<file path="config.mk">
export PLATFORM = sky130hd
export DESIGN_NAME = alu_issue_ctrl
export DESIGN_NICKNAME = d
export VERILOG_FILES = /design/src/rtl/alu_ctrl_pkg.sv /design/src/rtl/alu_issue_ctrl_rr_arb2.sv /design/src/rtl/alu_issue_ctrl.sv
export SDC_FILE = /design/constraint.sdc
export NUM_CORES = 1
export LEC_CHECK = 0
export BUFFER_PORTS_ARGS = -buffer_cell sky130_fd_sc_hd__buf_2
export CAP_MARGIN = 20
export CORE_MARGIN = 5
export CORE_UTILIZATION = 43
export CTS_BUF_LIST = sky130_fd_sc_hd__clkbuf_16
export DETAILED_ROUTE_END_ITERATION = 16
export PLACE_DENSITY = 0.81
export SYNTH_ARGS = -nofsm -noshare
export SYNTH_HDL_FRONTEND = slang
export SYNTH_SLANG_ARGS = --single-unit
</file>
<file path="constraint.sdc">
create_clock -name CLK -period 2.3 [get_ports CLK]
set_input_delay 0.23 -clock CLK [delete_from_list [all_inputs] [get_ports CLK]]
set_output_delay 0.23 -clock CLK [all_outputs]
set_load 0.01 [all_outputs]
</file>
<file path="src/rtl/alu_ctrl_pkg.sv">
// ---------------------------------------------------------------------------
// alu_ctrl_pkg
//   Shared definitions for the ALU issue controller:
//     - state_e      : controller state encoding (IDLE/ISSUE/WAIT/RESP)
//     - UNIT_*       : unit select values carried in fun[3:2]
//     - LOGIC_*      : op codes understood by the logic unit
//     - unit_onehot  : maps a unit select to its one-hot enable vector
//                      (bit 0 arith, 1 logic, 2 cmp, 3 shift)
// ---------------------------------------------------------------------------
package alu_ctrl_pkg;

  typedef enum logic [1:0] {
    IDLE  = 2'd0,
    ISSUE = 2'd1,
    WAIT  = 2'd2,
    RESP  = 2'd3
  } state_e;

  localparam logic [1:0] UNIT_ARITH = 2'b00;
  localparam logic [1:0] UNIT_LOGIC = 2'b01;
  localparam logic [1:0] UNIT_CMP   = 2'b10;
  localparam logic [1:0] UNIT_SHIFT = 2'b11;

  localparam logic [1:0] LOGIC_AND  = 2'b00;
  localparam logic [1:0] LOGIC_OR   = 2'b01;
  localparam logic [1:0] LOGIC_NAND = 2'b10;
  localparam logic [1:0] LOGIC_NOR  = 2'b11;

  function automatic logic [3:0] unit_onehot(input logic [1:0] sel);
    unit_onehot = 4'b0001 << sel;
  endfunction

endpackage

</file>
<file path="src/rtl/alu_issue_ctrl_rr_arb2.sv">
// ---------------------------------------------------------------------------
// rr_arb2
//   Two-way round-robin grant. A lone requester always wins; when both
//   request, the requester named by the priority pointer wins.
//   Ports:
//     req_i [1:0]  request vector (bit n = requester n)
//     ptr_i        priority pointer: requester that wins a tie
//     gnt_o [1:0]  one-hot (or zero) grant vector
// ---------------------------------------------------------------------------
module rr_arb2 (
  input  logic [1:0] req_i,
  input  logic       ptr_i,
  output logic [1:0] gnt_o
);

  always_comb begin
    gnt_o = 2'b00;
    case (req_i)
      2'b01:   gnt_o = 2'b01;
      2'b10:   gnt_o = 2'b10;
      2'b11:   gnt_o = ptr_i ? 2'b10 : 2'b01;
      default: gnt_o = 2'b00;
    endcase
  end

endmodule

</file>
<file path="src/rtl/alu_issue_ctrl.sv">
// ---------------------------------------------------------------------------
// alu_issue_ctrl
//   Schedules commands from two requesters onto a shared ALU unit cluster
//   (arith, logic, cmp, shift). One command is in flight at a time:
//   IDLE (accept) -> ISSUE (one enable pulse) -> WAIT (capture the unit's
//   registered result) -> RESP (hold response until consumed).
//
//   Configuration macro:
//     ALU_ISSUE_FIXED_PRIO_EN  defined   : requester 0 wins every tie, no
//                                          round-robin pointer
//                              undefined : round-robin via rr_arb2
//
//   Ports:
//     CLK, RST                    clock (rising edge), async active-low reset
//     reqN_valid/ready/a/b/fun    command channels, fun[3:2] unit, fun[1:0] op
//     unit_a, unit_b, unit_op     operands/op broadcast to all units
//     *_en                        unit enables, at most one high (ISSUE only)
//     *_out, *_flag               registered unit results and valid flags
//     rsp_valid/ready/data/id/err response channel; err = unit flag was low
// ---------------------------------------------------------------------------
module alu_issue_ctrl #(
  parameter int WIDTH = 16
) (
  input  logic             CLK,
  input  logic             RST,
  input  logic             req0_valid,
  output logic             req0_ready,
  input  logic [WIDTH-1:0] req0_a,
  input  logic [WIDTH-1:0] req0_b,
  input  logic [3:0]       req0_fun,
  input  logic             req1_valid,
  output logic             req1_ready,
  input  logic [WIDTH-1:0] req1_a,
  input  logic [WIDTH-1:0] req1_b,
  input  logic [3:0]       req1_fun,
  output logic [WIDTH-1:0] unit_a,
  output logic [WIDTH-1:0] unit_b,
  output logic [1:0]       unit_op,
  output logic             arith_en,
  output logic             logic_en,
  output logic             cmp_en,
  output logic             shift_en,
  input  logic [WIDTH-1:0] arith_out,
  input  logic [WIDTH-1:0] logic_out,
  input  logic [WIDTH-1:0] cmp_out,
  input  logic [WIDTH-1:0] shift_out,
  input  logic             arith_flag,
  input  logic             logic_flag,
  input  logic             cmp_flag,
  input  logic             shift_flag,
  output logic             rsp_valid,
  input  logic             rsp_ready,
  output logic [WIDTH-1:0] rsp_data,
  output logic             rsp_id,
  output logic             rsp_err
);

  import alu_ctrl_pkg::*;

  state_e           state_q, state_d;
  logic             run_q;
  logic [WIDTH-1:0] a_q, a_d;
  logic [WIDTH-1:0] b_q, b_d;
  logic [3:0]       fun_q, fun_d;
  logic             id_q, id_d;
  logic [WIDTH-1:0] rsp_data_q, rsp_data_d;
  logic             rsp_err_q, rsp_err_d;
  logic             rsp_id_q, rsp_id_d;

  logic [1:0]       req_valid;
  logic [1:0]       gnt;
  logic             hs;
  logic             hs_id;
  logic [3:0]       en_vec;
  logic [WIDTH-1:0] sel_out;
  logic             sel_flag;

  assign req_valid = {req1_valid, req0_valid};

`ifdef ALU_ISSUE_FIXED_PRIO_EN
  assign gnt = req_valid[0] ? 2'b01 : {req_valid[1], 1'b0};
`else
  logic rr_ptr_q, rr_ptr_d;

  rr_arb2 u_arb (
    .req_i (req_valid),
    .ptr_i (rr_ptr_q),
    .gnt_o (gnt)
  );

  // The loser of this handshake gets priority on the next tie.
  always_comb begin
    rr_ptr_d = rr_ptr_q;
    if (hs) rr_ptr_d = ~hs_id;
  end

  always_ff @(posedge CLK or negedge RST) begin
    if (!RST) rr_ptr_q <= 1'b0;
    else      rr_ptr_q <= rr_ptr_d;
  end
`endif

  // run_q clears asynchronously with reset; without it the ready outputs
  // would follow valid while reset holds the state at IDLE.
  always_ff @(posedge CLK or negedge RST) begin
    if (!RST) run_q <= 1'b0;
    else      run_q <= 1'b1;
  end

  assign req0_ready = run_q & (state_q == IDLE) & gnt[0];
  assign req1_ready = run_q & (state_q == IDLE) & gnt[1];
  assign hs         = req0_ready | req1_ready;
  assign hs_id      = req1_ready;

  // ---------------- FSM: state register ----------------
  always_ff @(posedge CLK or negedge RST) begin
    if (!RST) state_q <= IDLE;
    else      state_q <= state_d;
  end

  // ---------------- FSM: next state ----------------
  always_comb begin
    state_d = state_q;
    case (state_q)
      IDLE:    if (hs) state_d = ISSUE;
      ISSUE:   state_d = WAIT;
      WAIT:    state_d = RESP;
      RESP:    if (rsp_ready) state_d = IDLE;
      default: state_d = IDLE;
    endcase
  end

  // ---------------- FSM: outputs ----------------
  always_comb begin
    en_vec    = 4'b0000;
    rsp_valid = 1'b0;
    if (state_q == ISSUE) en_vec = unit_onehot(fun_q[3:2]);
    if (state_q == RESP)  rsp_valid = 1'b1;
  end

  assign arith_en = en_vec[0];
  assign logic_en = en_vec[1];
  assign cmp_en   = en_vec[2];
  assign shift_en = en_vec[3];

  // ---------------- result select ----------------
  always_comb begin
    sel_out  = arith_out;
    sel_flag = arith_flag;
    case (fun_q[3:2])
      UNIT_LOGIC: begin sel_out = logic_out; sel_flag = logic_flag; end
      UNIT_CMP:   begin sel_out = cmp_out;   sel_flag = cmp_flag;   end
      UNIT_SHIFT: begin sel_out = shift_out; sel_flag = shift_flag; end
      default:    begin sel_out = arith_out; sel_flag = arith_flag; end
    endcase
  end

  // ---------------- operand / response registers ----------------
  always_comb begin
    a_d        = a_q;
    b_d        = b_q;
    fun_d      = fun_q;
    id_d       = id_q;
    rsp_data_d = rsp_data_q;
    rsp_err_d  = rsp_err_q;
    rsp_id_d   = rsp_id_q;
    if (hs) begin
      a_d   = hs_id ? req1_a   : req0_a;
      b_d   = hs_id ? req1_b   : req0_b;
      fun_d = hs_id ? req1_fun : req0_fun;
      id_d  = hs_id;
    end
    // Units register their result on the ISSUE edge, so it is valid in WAIT.
    if (state_q == WAIT) begin
      rsp_data_d = sel_out;
      rsp_err_d  = ~sel_flag;
      rsp_id_d   = id_q;
    end
  end

  always_ff @(posedge CLK or negedge RST) begin
    if (!RST) begin
      a_q        <= '0;
      b_q        <= '0;
      fun_q      <= '0;
      id_q       <= 1'b0;
      rsp_data_q <= '0;
      rsp_err_q  <= 1'b0;
      rsp_id_q   <= 1'b0;
    end else begin
      a_q        <= a_d;
      b_q        <= b_d;
      fun_q      <= fun_d;
      id_q       <= id_d;
      rsp_data_q <= rsp_data_d;
      rsp_err_q  <= rsp_err_d;
      rsp_id_q   <= rsp_id_d;
    end
  end

  // Operand registers drive the units directly, so the broadcast bus holds
  // its last value outside ISSUE.
  assign unit_a   = a_q;
  assign unit_b   = b_q;
  assign unit_op  = fun_q[1:0];
  assign rsp_data = rsp_data_q;
  assign rsp_err  = rsp_err_q;
  assign rsp_id   = rsp_id_q;

endmodule

</file>
==> run summary <==
status = complete, no violations
global-route met2 utilization = 0.354
Tightest Hold Check Type = primary input to flip-flop
Mapped Nets = 391
largest net degree at the start of global routing = 34
Post-synth top flop = dfrtp_1
DRC Markers = 0
vias in the first global route = 2947
Ys Warns = 0
via count = 2885
Layout Area Growth over Synthesis = 45.2%
row count = 31
fraction of layout cells with a size suffix above 1 = 0.597
DR pass1 iterations = 7
most frequent cell after synthesis = dfrtp_1
M1 GR Usage = 0.239
final worst path period need = 2.18 ns
placed cell count = 529
Netlist Area Pre-Place = 3160 µm²
post-synth top area share = 0.468
nets = 592
root buffer cell = clkbuf_16
Worst setup SP type = flip-flop
Crit path arrival time = 1.95 ns
Detailed Route Iter0 Violations = 103
Avg Cell Area, Syn = 13.1 µm²
final WL = 9620 µm
Max Root-Sink Buffers = 2
max-cap viol count = 0
period utilization = 0.948
met3 Usage GRT = 0.0584
Worst-path clk slew = 0.05 ns
wire per inst = 17.6 µm
core area = 7210 µm²
PwrDens = 1270 nW/µm²
CTS Buf Count = 9
Diodes inserted = 0
I/O pin total = 204
Worst R2R Path Depth = 5
r2r startpoint = state_q[0]$_DFFE_PN0P_
worst-path maximum fanout = 13
gr busiest metal = met2
Die X = 95.7 µm
Distinct cells, synth = 29
die height = 95.7 µm
final std cells w/o fill = 546
Async SR Flop Fraction = 1.00
EDFF count, synth = 0
commonest cells in the netlist = dfrtp_1 (59), a221o_1 (36), nor2b_1 (23), nor3b_1 (23), mux2_2 (18)
Routability Congestion = 0.766
CP Launch Point = state_q[0]$_DFFE_PN0P_
Hold Path Cell Cnt = 2
flip-flop and latch count after synthesis = 59
WP data required = 2.07 ns
CTS sink cnt = 59
Die ar. = 9150 µm²
Starting Density = 0.437
Final Skew = 0.00604 ns
LEAKAGE = 2.24 nW
grt ovf = 0
kind of critical path = flip-flop to output pin
Worst Hold Launch = req0_a[13]
# H-tree levels = 3
fmax = 458 MHz
Post-Synthesis Cells = 241
RSZ-0062 raised after global routing = false
sequential cell area fraction in the yosys report = 0.468
Clk Latency, worst-skew pair = 0.32 ns
total track usage = 0.204
final hold vios = 0
top cells by area, synth = dfrtp_1 (47%), mux4_2 (12%), a221o_1 (11%)
Yosys top cell by area = dfrtp_1
Buffers on Ports = 203
first-pass GRT wire length = 14200 µm
Relative slew margins = 0.440
final setup fails = 0
Routed Antenna Nets = 0
initial antenna violation count = 0
Worst VDD drop = 0.000538 V
half-perimeter wire length after placement = 7660 µm
Least-Margin Pin Slew = 0.839 ns
final setup TNS = 0 ns
Vias/cell = 5.28
Slew Viols, Final = 0
CTS tree = yes
Worst setup EP type = output pin
total design power = 5.80 mW
## cells in the final DEF (no fill, tap or decap), types with 2 or more instances in the layout
cell type / netlist / routed
buf_2: 4 / 203
dfrtp_1: 59 / 59
a221o_1: 36 / 36
nor3b_1: 23 / 23
nor2b_1: 23 / 23
mux2_2: 18 / 18
mux4_2: 17 / 17
and2_1: 14 / 14
clkbuf_16: 0 / 9
buf_4: 4 / 8
ha_1: 5 / 4
inv_1: 3 / 3
nor2_1: 3 / 3
a21oi_1: 3 / 3
clkinv_2: 0 / 3
clkinv_1: 0 / 2
bufinv_16: 0 / 2
## repair_timing
action / 4_1_cts / 5_1_grt
endpoints found under the setup margin: 1 / 1
setup buffers: 0 / 0
resized for setup: 2 / 1
gates cloned: 0 / 0
hold endpoints to repair: 22 / 0
hold buffers: 1 / 0
## flip-flops by register name, indices dropped and copies added, names as in the netlist
name      cells
rsp_id        1
fun_q         4
id_q          1
rsp_data     16
unit_a       16
run_q         1
rr_ptr_q      1
rsp_err       1
unit_b       16
state_q       2
## final cells by class
type	count	area, µm²
Clock buffer	9	225
Clock inverter	7	82.6
Fill cell	604	2630
Inverter	4	17.5
Multi-Input combinational cell	155	1550
Sequential cell	59	1480
Tap cell	99	124
Timing Repair Buffer	213	1110
## through the flow
step | hold WS (ns) | setup slack (ns) | utilization | instance area (µm²)
after floorplan | -0.0656 | 0.526 | - | 3160
after global placement | 0.238 | 0.324 | 0.590 | 4260
after detailed placement | 0.235 | 0.237 | 0.590 | 4260
after CTS | 0.135 | 0.0729 | 0.635 | 4580
after global routing | 0.133 | 0.00707 | 0.635 | 4580
final | 0.144 | 0.118 | 0.635 | 4580
## per-layer routing
| metal | routed length [µm] | up-vias |
|---|---|---|
| met3 | 916 | 20 |
| met1 | 3550 | 1387 |
| li1 | - | 1323 |
| met2 | 4920 | 155 |
| met4 | 235 | 0 |
| met5 | 0 | - |
## final timing paths
path / slack (ns) / endpoint
worst max-delay path: 0.12 / req0_ready
worst min-delay path: 0.14 / unit_a[13]$_DFFE_PN0P_
worst max register to register: 0.39 / state_q[1]$_DFFE_PN0P_
worst min register to register: 0.50 / rsp_data[0]$_DFFE_PN0P_
max in group asynchronous: 1.20 / rsp_data[12]$_DFFE_PN0P_
min in group asynchronous: 0.43 / rsp_data[6]$_DFFE_PN0P_
## cell families after synthesis
family	count (synthesis)	share of synthesized area
compound gates	43	0.129
fa+ha+maj	5	0.0198
flops	59	0.468
simple gates	70	0.148
mux	36	0.189
other cells	1	0.00119
buf+inv	27	0.0456
## worst max-delay path, stage by stage, from the launching register on
cell	delay, ns
dfrtp_1	0.40
inv_1	0.13
ha_2	0.28
nand3_1	0.09
a21oi_1	0.30
buf_4	0.27
buf_2	0.16
## report_power, final
group	total, mW	switching (mW)	internal [mW]
clock network	1.37	0.437	0.933
registers	1.90	0.340	1.56
logic	2.53	1.15	1.38
Power figures use the tool's default switching activity.
